File: config.mk
export PLATFORM = sky130hd
export DESIGN_NAME = if_fetch_ctrl
export DESIGN_NICKNAME = d
export VERILOG_FILES = /design/src/rtl/if_fetch_ctrl.sv
export SDC_FILE = /design/constraint.sdc
export NUM_CORES = 1
export LEC_CHECK = 0
export CORE_MARGIN = 4
export CORE_UTILIZATION = 38
export DETAILED_ROUTE_END_ITERATION = 10
export PLACE_DENSITY = 0.69
export REMOVE_ABC_BUFFERS = 1
export SKIP_CTS_REPAIR_TIMING = 1
export SKIP_LAST_GASP = 1
export SLEW_MARGIN = 20
export SYNTH_ARGS = -nofsm -noshare
export SYNTH_HDL_FRONTEND = slang
export SYNTH_SLANG_ARGS = --single-unit
File: constraint.sdc
create_clock -name clk -period 1.8 [get_ports clk]
set_clock_uncertainty 0.2 [all_clocks]
set_input_delay 0.18 -clock clk [delete_from_list [all_inputs] [get_ports clk]]
set_output_delay 0.18 -clock clk [all_outputs]
set_load 0.01 [all_outputs]
File: src/rtl/if_fetch_ctrl.sv
// if_fetch_ctrl: instruction-fetch FSM driving imem req/gnt/rvalid and the PC stall.
// FETCH_PERF_CNT_EN adds a saturating stall-cycle counter output (stall_cycles_o).
module if_fetch_ctrl #(
    parameter int              XLEN      = 32,
    parameter logic [XLEN-1:0] NOP_INSTR = 32'h00000013
) (
    input  logic            clk,
    input  logic            rst,
    input  logic [XLEN-1:0] pc_i,
    input  logic            flush,
    input  logic            id_stall,
    output logic            stall_o,
    output logic            imem_req,
    output logic [XLEN-1:0] imem_addr,
    input  logic            imem_gnt,
    input  logic            imem_rvalid,
    input  logic [XLEN-1:0] imem_rdata,
    output logic [XLEN-1:0] instr_o,
    output logic [XLEN-1:0] instr_pc_o,
    output logic            instr_valid_o
`ifdef FETCH_PERF_CNT_EN
    ,
    output logic [31:0]     stall_cycles_o
`endif
);
    typedef enum logic [2:0] {IDLE, REQ, WAIT, HOLD, ADV, DRAIN} state_t;
    state_t          r_state, w_next;
    logic [XLEN-1:0] r_addr_q;
    assign stall_o   = r_state != ADV;
    assign imem_req  = r_state == REQ;
    assign imem_addr = imem_req ? pc_i : '0;
    always_comb begin
        w_next = r_state;
        if (flush) begin
            // a granted-but-unanswered request must be drained before advancing
            case (r_state)
                REQ:     w_next = imem_gnt ? DRAIN : ADV;
                WAIT:    w_next = imem_rvalid ? ADV : DRAIN;
                DRAIN:   w_next = DRAIN;
                default: w_next = ADV;
            endcase
        end else begin
            case (r_state)
                IDLE:    w_next = REQ;
                REQ:     w_next = imem_gnt ? WAIT : REQ;
                WAIT:    w_next = imem_rvalid ? HOLD : WAIT;
                HOLD:    w_next = id_stall ? HOLD : ADV;
                ADV:     w_next = REQ;
                DRAIN:   w_next = imem_rvalid ? ADV : DRAIN;
                default: w_next = IDLE;
            endcase
        end
    end
    always_ff @(posedge clk) begin
        if (rst) begin
            r_state       <= IDLE;
            r_addr_q      <= '0;
            instr_o       <= NOP_INSTR;
            instr_pc_o    <= '0;
            instr_valid_o <= 1'b0;
        end else begin
            r_state <= w_next;
            if (r_state == REQ && imem_gnt)
                r_addr_q <= pc_i;
            if (flush) begin
                instr_valid_o <= 1'b0;
                instr_o       <= NOP_INSTR;
            end else if (r_state == WAIT && imem_rvalid) begin
                instr_o       <= imem_rdata;
                instr_pc_o    <= r_addr_q;
                instr_valid_o <= 1'b1;
            end else if (r_state == HOLD && !id_stall) begin
                instr_valid_o <= 1'b0;
            end
        end
    end
`ifdef FETCH_PERF_CNT_EN
    logic [31:0] r_stall_cycles;
    assign stall_cycles_o = r_stall_cycles;
    always_ff @(posedge clk) begin
        if (rst)
            r_stall_cycles <= '0;
        else if (stall_o && r_stall_cycles != 32'hFFFF_FFFF)
            r_stall_cycles <= r_stall_cycles + 32'd1;
    end
`endif
endmodule

-- Yosys cells after proc, flatten, opt, wreduce, memory -nomap -nowiden
Index checks and enable logic that the tools add are counted.
- register bits after elaboration: 100
- latch bits: 0
- bits in writable memories: 0
- ROM bits: 0
- bits of input ports: 70
- output and inout port bits: 99
- logic and storage cells: 32
- memories kept: 0
- $add $sub $neg: 0
- $mul: 0
- div/mod/pow operators: 0
- $lt $le $gt $ge: 0
- equality and inequality tests: 6
- shifts and indexed selects: 0
- mux-type cells: 11
- bitwise operators: 1
- reduce and logical (&&, ||, !) cells: 9
- operator list (cell ; count):
    32-bit 2-to-1 mux ; 1
    3-bit one-hot mux with 5 select lines ; 1
    3-bit by 2-bit == test with 1-bit output (second input constant) ; 2
    3-bit == test (second input constant) ; 2
    3-bit 2-to-1 mux ; 2
    1-bit 2-to-1 mux ; 5
    2-bit OR reduction ; 2
    3-bit by 1-bit == test with 1-bit output (second input constant) ; 1
    1-bit logical AND ; 3
    3-bit logical NOT ; 1
    3-bit != test (second input constant) ; 1
    1-bit one-hot mux with 3 select lines ; 1
    2-bit 2-to-1 mux ; 1
    2-bit AND reduction ; 1
    2-bit nonzero test ; 1
    1-bit logical NOT ; 1
    1-bit NOT ; 1

-- Depth between registers and ports, before layout
- depth in word-level cells: 4
- mapped depth: 6
- gate-level depth less buffers: 3

-- Worst setup path after synthesis
No wires, ideal clock.
- kind: register to output
- start point: register r_state[0]
- end point: output imem_addr[10]
- arrival: 1193 ps
- data required time: 1420 ps
- setup slack: 227 ps
- stages on the path, launching flop included: 6
- buffers on the path: 2
- cell sequence: dfxtp_1 > buf_2 > inv_1 > nor3_2 > clkbuf_1 > and2_1
- cells in the longest elaborated chain, start to end: 2
- ends and longest elaborated chain (what ; RTL line ; source):
    start: declaration ; 27 ; state_t r_state, w_next;
    start signal: assignment ; 62 ; r_state <= w_next;
    3-bit by 1-bit == test with 1-bit output ; 30 ; assign imem_req = r_state == REQ;
    32-bit 2-to-1 mux ; 31 ; assign imem_addr = imem_req ? pc_i : '0;
    end: declaration ; 14 ; output logic [XLEN-1:0] imem_addr,
Every way passes these cells.

-- Worst setup path after layout
- start point: register r_state[1]
- end point: output imem_addr[29]
Same word-level chain as after synthesis.

==> impl_metrics.sql <==
INSERT INTO impl_metrics (metric_group, metric, value, unit) VALUES
('clock_network', 'cts_max_level', '3', ''),
('floorplanning', 'die_height', '110.0', 'µm'),
('final_layout', 'ff_latch_area', '0.002006', 'mm²'),
('placement', 'portBuffers', '168', ''),
('power_and_ir_drop', 'static-leakage-power', '2.237', 'nW'),
('grt', 'globalRouteOverflowTotal', '0', ''),
('outcome', 'violations', 'setup timing', ''),
('timing', 'final-hold-violation-count', '0', ''),
('drt', 'routed_wire_length_per_instance', '15.63', 'µm'),
('floorplanning', 'io-pin-count', '169', ''),
('min_path', 'worstHoldPathType', 'in -> reg', ''),
('logic_synthesis', 'mean_instance_size_in_the_synthesized_netlist', '7.955', 'µm²'),
('outcome', 'run_status', 'finished with violations', ''),
('drt', 'ant_nets', '0', ''),
('clock_network', 'clkSinkCount', '100', ''),
('setup_path', 'timing_worst_setup_path_type', 'reg -> out', ''),
('grt', 'vias_in_the_first_global_route', '3809', ''),
('final_layout', 'antenna-diode-count', '0', ''),
('job', 'max_capacitance_violation_count', '0', ''),
('timing', 'finalWorstSetupSlack', '-0.07914', 'ns'),
('logic_synthesis', 'sequential_fraction_of_the_synthesis_area', '0.5063', ''),
('min_path', 'min_path_cells', '3', ''),
('power_and_ir_drop', 'cellPowerDensity', '664.8', 'mW/mm²'),
('floorplanning', 'core_area', '0.009955', 'mm²'),
('min_path', 'hold_path_end', 'r_state[2]$_SDFF_PP0_', ''),
('setup_path', 'reg2reg_depth', '5', ''),
('min_path', 'worstHoldStart', 'rst', ''),
('logic_synthesis', 'yosysWarningCount', '0', ''),
('timing', 'drv_slew', '0', ''),
('clock_network', 'worst_skew_pair.late_latency', '0.35', 'ns'),
('drt', 'vias', '4014', ''),
('final_layout', 'nNetsFinal', '735', ''),
('clock_network', 'tritoncts', 'built', ''),
('timing', 'worst-slew-pin-transition', '0.3183', 'ns'),
('setup_path', 'timing.critical_path.from_type', 'flip-flop', ''),
('grt', 'grt_usage', '0.1913', ''),
('setup_path', 'cp_data_required_time', '1.42', 'ns'),
('final_layout', 'postLayoutCellArea', '0.006264', 'mm²'),
('final_layout', 'share_of_cells_above_drive_strength_1', '0.1821', ''),
('grt', 'initial_antenna_violation_count', '0', ''),
('final_layout', 'layout.filler_cells', '859', ''),
('timing', 'timing.final.crit_share', '1.044', ''),
('final_layout', 'layout.cells.most_common', 'clkdlybuf4s50_1', ''),
('final_layout', 'area_of_the_multi_input_gates', '0.001798', 'mm²'),
('clock_network', 'cts_buffers', '9', ''),
('logic_synthesis', 'synthesis.area', '0.003954', 'mm²'),
('logic_synthesis', 'synth_cell_types', '30', ''),
('setup_path', 'setup.worst_path.end_class', 'output pin', ''),
('logic_synthesis', 'syn_inst', '497', ''),
('floorplanning', 'placementRows', '36', ''),
('floorplanning', 'fp.dieArea', '0.01210', 'mm²'),
('grt', 'grt_start_max_net_pins', '34', ''),
('timing', 'setup_violations', '31', ''),
('logic_synthesis', 'post-synth-top-area-cell', 'dfxtp_1', ''),
('setup_path', 'setup.reg_to_reg.worst_slack', '0.15', 'ns'),
('placement', 'pre_cts_ws', '-0.08586', 'ns'),
('floorplanning', 'die_width', '110.0', 'µm'),
('timing', 'rsz0062_at_grt', 'true', ''),
('placement', 'post_dp_cell_area', '0.005888', 'mm²'),
('clock_network', 'cts_buffer_depth', '2', ''),
('drt', 'detail_route.vias_per_cell', '4.999', ''),
('final_layout', 'most-common-layout-cells', 'clkdlybuf4s50_1 (133), nand2_1 (129), dfxtp_1 (97)', ''),
('placement', 'dpl.hpwl', '8.446', 'mm'),
('logic_synthesis', 'synth_seq_cells', '100', ''),
('placement', 'routability_congestion', '0.8251', ''),
('drt', 'firstDrtPassIters', '5', ''),
('clock_network', 'cts_root_buf', 'clkbuf_8', ''),
('timing', 'fmax', '0.5322', 'GHz'),
('logic_synthesis', 'netlist_top_cells_area', 'dfxtp_1 (51%), nand2_1 (12%), a21oi_1 (12%), and2_1 (5.1%), nand3_1 (4.6%)', ''),
('timing', 'period_needed', '1.879', 'ns'),
('grt', 'wire_length_of_the_first_global_routing_pass', '18.45', 'mm');
==> state kept, by name, indices dropped and copies added (netlist names) <==
| signal | cells |
|---|---|
| r_state | 3 |
| r_addr_q | 32 |
| instr_pc_o | 32 |
| instr_o | 32 |
| instr_valid_o | 1 |
==> area by class of cell <==
type	instances	area share
Clock inverter	6	0.007791
Tap cell	133	0.02657
Clock buffer	10	0.02038
Timing Repair Buffer	201	0.3356
Multi-Input combinational cell	349	0.2871
Sequential cell	100	0.3202
Inverter	4	0.002397
==> power breakdown <==
group	total [mW]	leakage (nW)	internal, mW	switching (mW)
logic	0.612	1.34	0.352	0.260
registers	2.26	0.809	2.24	0.0162
clock network	1.29	0.0848	0.518	0.777
total	4.16	2.24	3.11	1.05
==> cells by family after synthesis <==
kind of cell    count (synthesis)  synth area share
compound gates                135            0.1744
flops                         100            0.5063
simple gates                  214            0.2519
buf+inv                        48           0.06740
==> per-stage QoR <==
| step | instances | power, mW | setup TNS, ns | utilization |
|---|---|---|---|---|
| 2_1_floorplan | 453 | 2.452 | -97.97 | - |
| 3_3_place_gp | 783 | 2.835 | -1.946 | 0.5915 |
| 3_5_place_dp | 783 | 2.842 | -2.581 | 0.5915 |
| 4_1_cts | 799 | 4.139 | -15.64 | 0.6092 |
| 5_1_grt | 803 | 4.340 | -3.121 | 0.6292 |
| 6_report | 803 | 4.164 | -1.202 | 0.6292 |
==> synthesized netlist by cell type, drive strengths merged <==
cell,instances
inv,3
or2,2
o21a,1
a21oi,96
nor2,2
nand4bb,2
o32ai,1
buf,26
a31oi,2
dfxtp,100
nor3,2
and2,32
or3b,1
nor4bb,1
o21ai,34
nand2b,1
nor4b,1
nor4,1
nand3b,1
clkbuf,18
clkinv,1
nand2,129
nand3,36
o21ba,1
and4bb,1
nor2b,1
nor3b,1
==> worst max path at each step <==
| stage | from | endpoint | slack [ns] | depth (start not counted) |
|---|---|---|---|---|
| after floorplan | r_state[2]$_SDFF_PP0_ | r_addr_q[0]$_SDFFE_PP0P_ | -1.49 | 3 |
| after global placement | r_state[0]$_SDFF_PP0_ | imem_addr[20] | -0.05 | 5 |
| after detailed placement | r_state[0]$_SDFF_PP0_ | imem_addr[26] | -0.09 | 5 |
| after CTS | r_state[0]$_SDFF_PP0_ | imem_addr[29] | -0.49 | 5 |
| after global routing | r_state[1]$_SDFF_PP0_ | imem_addr[29] | -0.17 | 5 |
| final | r_state[1]$_SDFF_PP0_ | imem_addr[29] | -0.08 | 5 |
==> worst max-delay path: stages, from the launching register on <==
cell,delay [ns]
dfxtp_2,0.35
nor3_4,0.20
buf_6,0.17
buf_12,0.14
and2_1,0.13
dlymetal6s2s_1,0.16
==> routing by layer <==
layer,share of wire,vias to the layer above,GRT usage
met1,0.43,1838,0.2401
met3,0.099,9,0.05649
met5,0,-,0
li1,-,1992,-
met4,0.0088,0,0.05521
met2,0.46,175,0.3185
(Power assumes the default switching activity.)
==> variant 1 (same flow settings) <==
Build with the macro `FETCH_PERF_CNT_EN` defined.
--- a/src/rtl/if_fetch_ctrl.sv
+++ b/src/rtl/if_fetch_ctrl.sv
@@ -2,2 +2,4 @@
 // FETCH_PERF_CNT_EN adds a saturating stall-cycle counter output (stall_cycles_o).
+`define FETCH_PERF_CNT_EN
+
 module if_fetch_ctrl #(
Formal check against the unedited RTL (old outputs only; new: stall_cycles_o): equivalent (Yosys induction, for registers that start in step).
==> variant 1 against the unedited design <==
- the run still ends with setup timing left
- power rose by 79%
- fmax fell by 5.9%
- utilization rose by 8.3 points
- setup slack got worse by 120 ps
- cell count rose by 46%
- synthesized area rose by 38%
- sequential cell count rose by 32
- sequential share of layout area fell by 5.0 points
- cell area rose by 59%
- register-to-register slack got worse by 340 ps
- combinational power rose by 13%
- wire length rose by 58%
- non-clock buffer count rose by 115
- critical endpoint is now imem_addr[8]
- highest routed layer unchanged
==> variant 1: results (changes against the unedited design) <==
status - complete, but fails checks
violations in the final reports - setup timing
Clock Tree Root - clkbuf_16
LEAKAGE - 4.38 nW (+96%)
Top Family by Delay on Critical Path - buffers and inverters
area post-placement - 8260 um2 (+40%)
CP max stage delay - 340 ps
path class of the lowest-slack min-delay path - primary input to flop
global-route congestion overflow total - 0 (unchanged)
Synth Area per Inst - 7.88 um2 (-0.98%)
crit path max fanout - 4 (-4)
clk_lat worst skew - 410 ps (+60 ps)
wire length of the first global-routing pass - 27.3 mm (+48%)
CTS buffer count - 17 (+8)
adder-cell area share of the yosys netlist - 0.00229 (+0.00229)
cell with the largest stage delay on the worst path - dfxtp_2
net count reported at finish - 1053 (+43%)
vias in the first global route - 5707 (+50%)
count of unique library cells instantiated by Yosys - 47 (+57%)
antenna cells - 0 (unchanged)
number of buffers inserted by port buffering - 200 (+19%)
pin count of the biggest net entering global routing - 49 (+44%)
Global Route Usage Sum - 0.204 (+0.0123)
proportion of synthesized flip-flops having asynchronous set or reset - 0 (unchanged)
Synth Area in XOR/XNOR - 0.00642 (+0.00642)
final setup slack of the worst path - -196 ps (-117 ps)
iteration-0 DRC count of the detailed router - 467 (+95%)
post-detail-place hpwl - 12.3 mm (+45%)
fraction of layout instances using a drive strength above 1 - 0.347 (+0.165)
buffers from clock root to sink, at most - 2 (unchanged)
Non-Filler Instances - 1174 (+46%)
maximum level of the CTS H-tree - 4 (+1)
share of the synthesized area in compound gates (AO/OA/AOI/OAI) - 0.154 (-0.0206)
clock transition at the registers of the reported paths - 60 ps (-40 ps)
mux contribution to synthesized area - 0.00802 (+0.00802)
maximum ir drop on the vdd rail - 474 uV (+43%)
vias per cell - 5.22 (+4.4%)
slew at the pin with the worst max-slew slack - 630 ps (+312 ps)
sequential share of the synthesized area - 0.484 (-0.0223)
number of endpoints failing setup at the final stage - 104 (+240%)
last weighted congestion value of the routability-driven placer - 0.891 (+8.0%)
top area cells in the synthesized netlist - dfxtp_1, nand2_1, a21oi_1, and2_1, o31ai_1
average detailed-routed wire length per instance - 16.9 um (+8.4%)
synth cell count leaders - nand2_1, dfxtp_1, a21oi_1
first-pass iteration count of the detailed router - 5 (unchanged)
variant 1: cell count changes in the layout (fill, tap and decap cells not counted), moves of 14 or more:
cell	unedited run	this run
a21oi_1	96	82
a21oi_2	0	42
and2_1	2	24
and2_4	30	12
buf_2	1	19
buf_4	21	89
clkbuf_16	2	23
dfxtp_2	3	27
dlymetal6s2s_1	3	32
nand2_1	129	179
nand2_4	0	25
nand3_1	36	12
nor2_1	2	17
o21ai_0	34	6
variant 1: layout make-up:
type / count / area, um2
multi-input combinational: 513 / 3260
sequential: 132 / 2690
inverter: 2 / 7.51
tap: 180 / 225
fill: 1039 / 4030
clock inverter: 12 / 204
clock buffer: 19 / 443
timing repair buffer: 316 / 3130
variant 1: kinds of logic after synthesis:
kind of cell / after synthesis
AO/OA/AOI/OAI: 155
AND/OR/NAND/NOR: 348
multiplexers: 4
buffers and inverters: 49
adder cells (fa/ha/maj): 1
flip-flops: 132
XOR/XNOR: 4
variant 1: report_power, final:
group	switching, mW	internal (mW)	leakage [nW]
sequential	0.0216	2.95	1.08
clock	1.31	2.49	0.317
combinational	0.322	0.368	2.98
variant 1: metrics by stage:
step | worst slack, ps | power (mW) | setup TNS, ps
5_1_grt | -297 | 7.71 | -23510
2_1_floorplan | -1220 | 3.19 | -95020
3_3_place_gp | -141 | 3.58 | -3190
4_1_cts | -540 | 7.38 | -24120
3_5_place_dp | -221 | 3.59 | -6940
6_report | -196 | 7.47 | -13280
variant 1: path summary, 6_finish.rpt:
kind	start	end	slack (ps)	depth (start not counted)
hold / removal	imem_rdata[25]	instr_o[25]$_SDFFE_PP0P_	110	3
setup reg to reg	stall_cycles_o[0]$_SDFFE_PP0P_	stall_cycles_o[26]$_SDFFE_PP0P_	-190	6
hold reg to reg	r_addr_q[5]$_SDFFE_PP0P_	instr_pc_o[5]$_SDFFE_PP0P_	250	2
setup / recovery	r_state[2]$_SDFF_PP0_	imem_addr[8]	-200	5
variant 1: worst reg2reg max path: stages (launching register included):
cell      delay (ps)
dfxtp_2          330
ha_2             200
inv_2             80
nor3_4           270
nand4b_1         280
or3_4            450
a21oi_2          120
variant 1: per-layer routing:
layer	track usage	up-vias	routed length, um
met5	0	-	0
met4	0.0680	0	471
met3	0.0617	39	1320
met2	0.336	235	9910
met1	0.254	2906	8190
li1	-	2945	-
==> variant 2 (same settings) <==
Made on the original files. The 6 states of `state_t` get a one-hot encoding in 6 bits.
--- a/src/rtl/if_fetch_ctrl.sv
+++ b/src/rtl/if_fetch_ctrl.sv
@@ -25,3 +25,3 @@
 );
-    typedef enum logic [2:0] {IDLE, REQ, WAIT, HOLD, ADV, DRAIN} state_t;
+    typedef enum logic [5:0] {IDLE = 6'b000001, REQ = 6'b000010, WAIT = 6'b000100, HOLD = 6'b001000, ADV = 6'b010000, DRAIN = 6'b100000} state_t;
     state_t          r_state, w_next;
Behaviour: no difference found for any inputs over 10 cycles, from zero or initial values and one cycle with rst high; not proved beyond that.
==> variant 2 against the unedited design <==
- the flow still finishes with violations (setup timing)
- cell area grew 14%
- clock power grew 16%
- synthesized area grew 2.1%
- power grew 1.5%
- wire length grew 17%
- setup slack lost 220 ps
- die area grew 2.0%
- sequential cell count grew 3
- hold slack gained 62 ps
==> variant 2: results (changes against the unedited design) <==
CP max stage delay - 570 ps (+220 ps)
final setup slack of the worst path - -298 ps (-219 ps)
last weighted congestion value of the routability-driven placer - 0.839 (+1.7%)
crit path max fanout - 6 (-2)
share of the synthesized area in compound gates (AO/OA/AOI/OAI) - 0.173 (-0.00145)
top area cells in the synthesized netlist - dfxtp_1, nand2_1, a21oi_1, and3_1, o21ai_0
post-detail-place hpwl - 8.85 mm (+4.7%)
Global Route Usage Sum - 0.191 (-0.000611)
net count reported at finish - 766 (+4.2%)
number of endpoints failing setup at the final stage - 127 (+310%)
final wirelength - 14.7 mm (+17%)
fraction of layout instances using a drive strength above 1 - 0.333 (+0.151)
arrival time of the worst setup path - 2180 ps (+680 ps)
vias in the first global route - 3970 (+4.2%)
maximum ir drop on the vdd rail - 326 uV (-1.4%)
Top Family by Delay on Critical Path - simple AND/OR/NAND/NOR gates
vias per cell - 5.22 (+4.4%)
synth cell count leaders - nand2_1, dfxtp_1, a21oi_1
origin of the worst setup path - r_state[0]$_SDFF_PP1_
Synth Area in XOR/XNOR - 0.00651 (+0.00651)
wire length of the first global-routing pass - 19.7 mm (+6.5%)
violations in the final reports - setup timing
pin count of the biggest net entering global routing - 69 (+100%)
first-pass iteration count of the detailed router - 6 (+1)
status - complete, but fails checks
LEAKAGE - 2.77 nW (+24%)
-- variant 2: worst reg2reg max path, delay by kind of cell (launching register included) --
kind / cells / cell delay [ps]
compound gates: 1 / 170
buf+inv: 3 / 450
flops: 1 / 370
simple gates: 3 / 830
-- variant 2: final cells by class --
type / count / area [um2]
fill: 803 / 3180
multi-input combinational: 366 / 2440
timing repair buffer: 215 / 2250
sequential: 103 / 2070
tap: 136 / 170
clock buffer: 11 / 151
clock inverter: 4 / 55.1
inverter: 1 / 3.75
-- variant 2: power by group --
group | switching, mW | leakage (nW) | total (mW) | internal (mW)
sequential | 0.0120 | 0.832 | 2.30 | 2.29
combinational | 0.195 | 1.84 | 0.426 | 0.231
clock | 0.783 | 0.102 | 1.50 | 0.717
-- variant 2: metrics by stage --
stage	setup TNS (ps)	total power, mW	instances	utilization
floorplan	-77990	2.44	470	-
global placement	-35980	2.74	802	0.582
detailed placement	-36380	2.74	802	0.582
finish	-22490	4.23	836	0.692
CTS	-39770	4.21	817	0.602
global route	-29480	4.36	836	0.692
-- variant 2: logic make-up (layout without fill, tap and decap cells) --
family / Yosys count / count (layout)
XOR/XNOR: 3 / 3
AO/OA/AOI/OAI: 137 / 137
flip-flops: 103 / 103
buffers and inverters: 48 / 231
AND/OR/NAND/NOR: 226 / 226
-- variant 2: final timing paths --
| kind | end | slack [ps] | depth (start not counted) |
|---|---|---|---|
| worst min register to register | instr_pc_o[14]$_SDFFE_PP0P_ | 260 | 2 |
| worst max register to register | instr_pc_o[13]$_SDFFE_PP0P_ | -300 | 7 |
| worst max-delay path | instr_pc_o[13]$_SDFFE_PP0P_ | -300 | 7 |
| worst min-delay path | instr_pc_o[28]$_SDFFE_PP0P_ | 120 | 3 |
-- variant 2: layer usage --
layer,global-route usage,part of all wire
met5,0,0
met4,0.0641,0.010
met3,0.0639,0.080
met2,0.301,0.48
met1,0.246,0.43
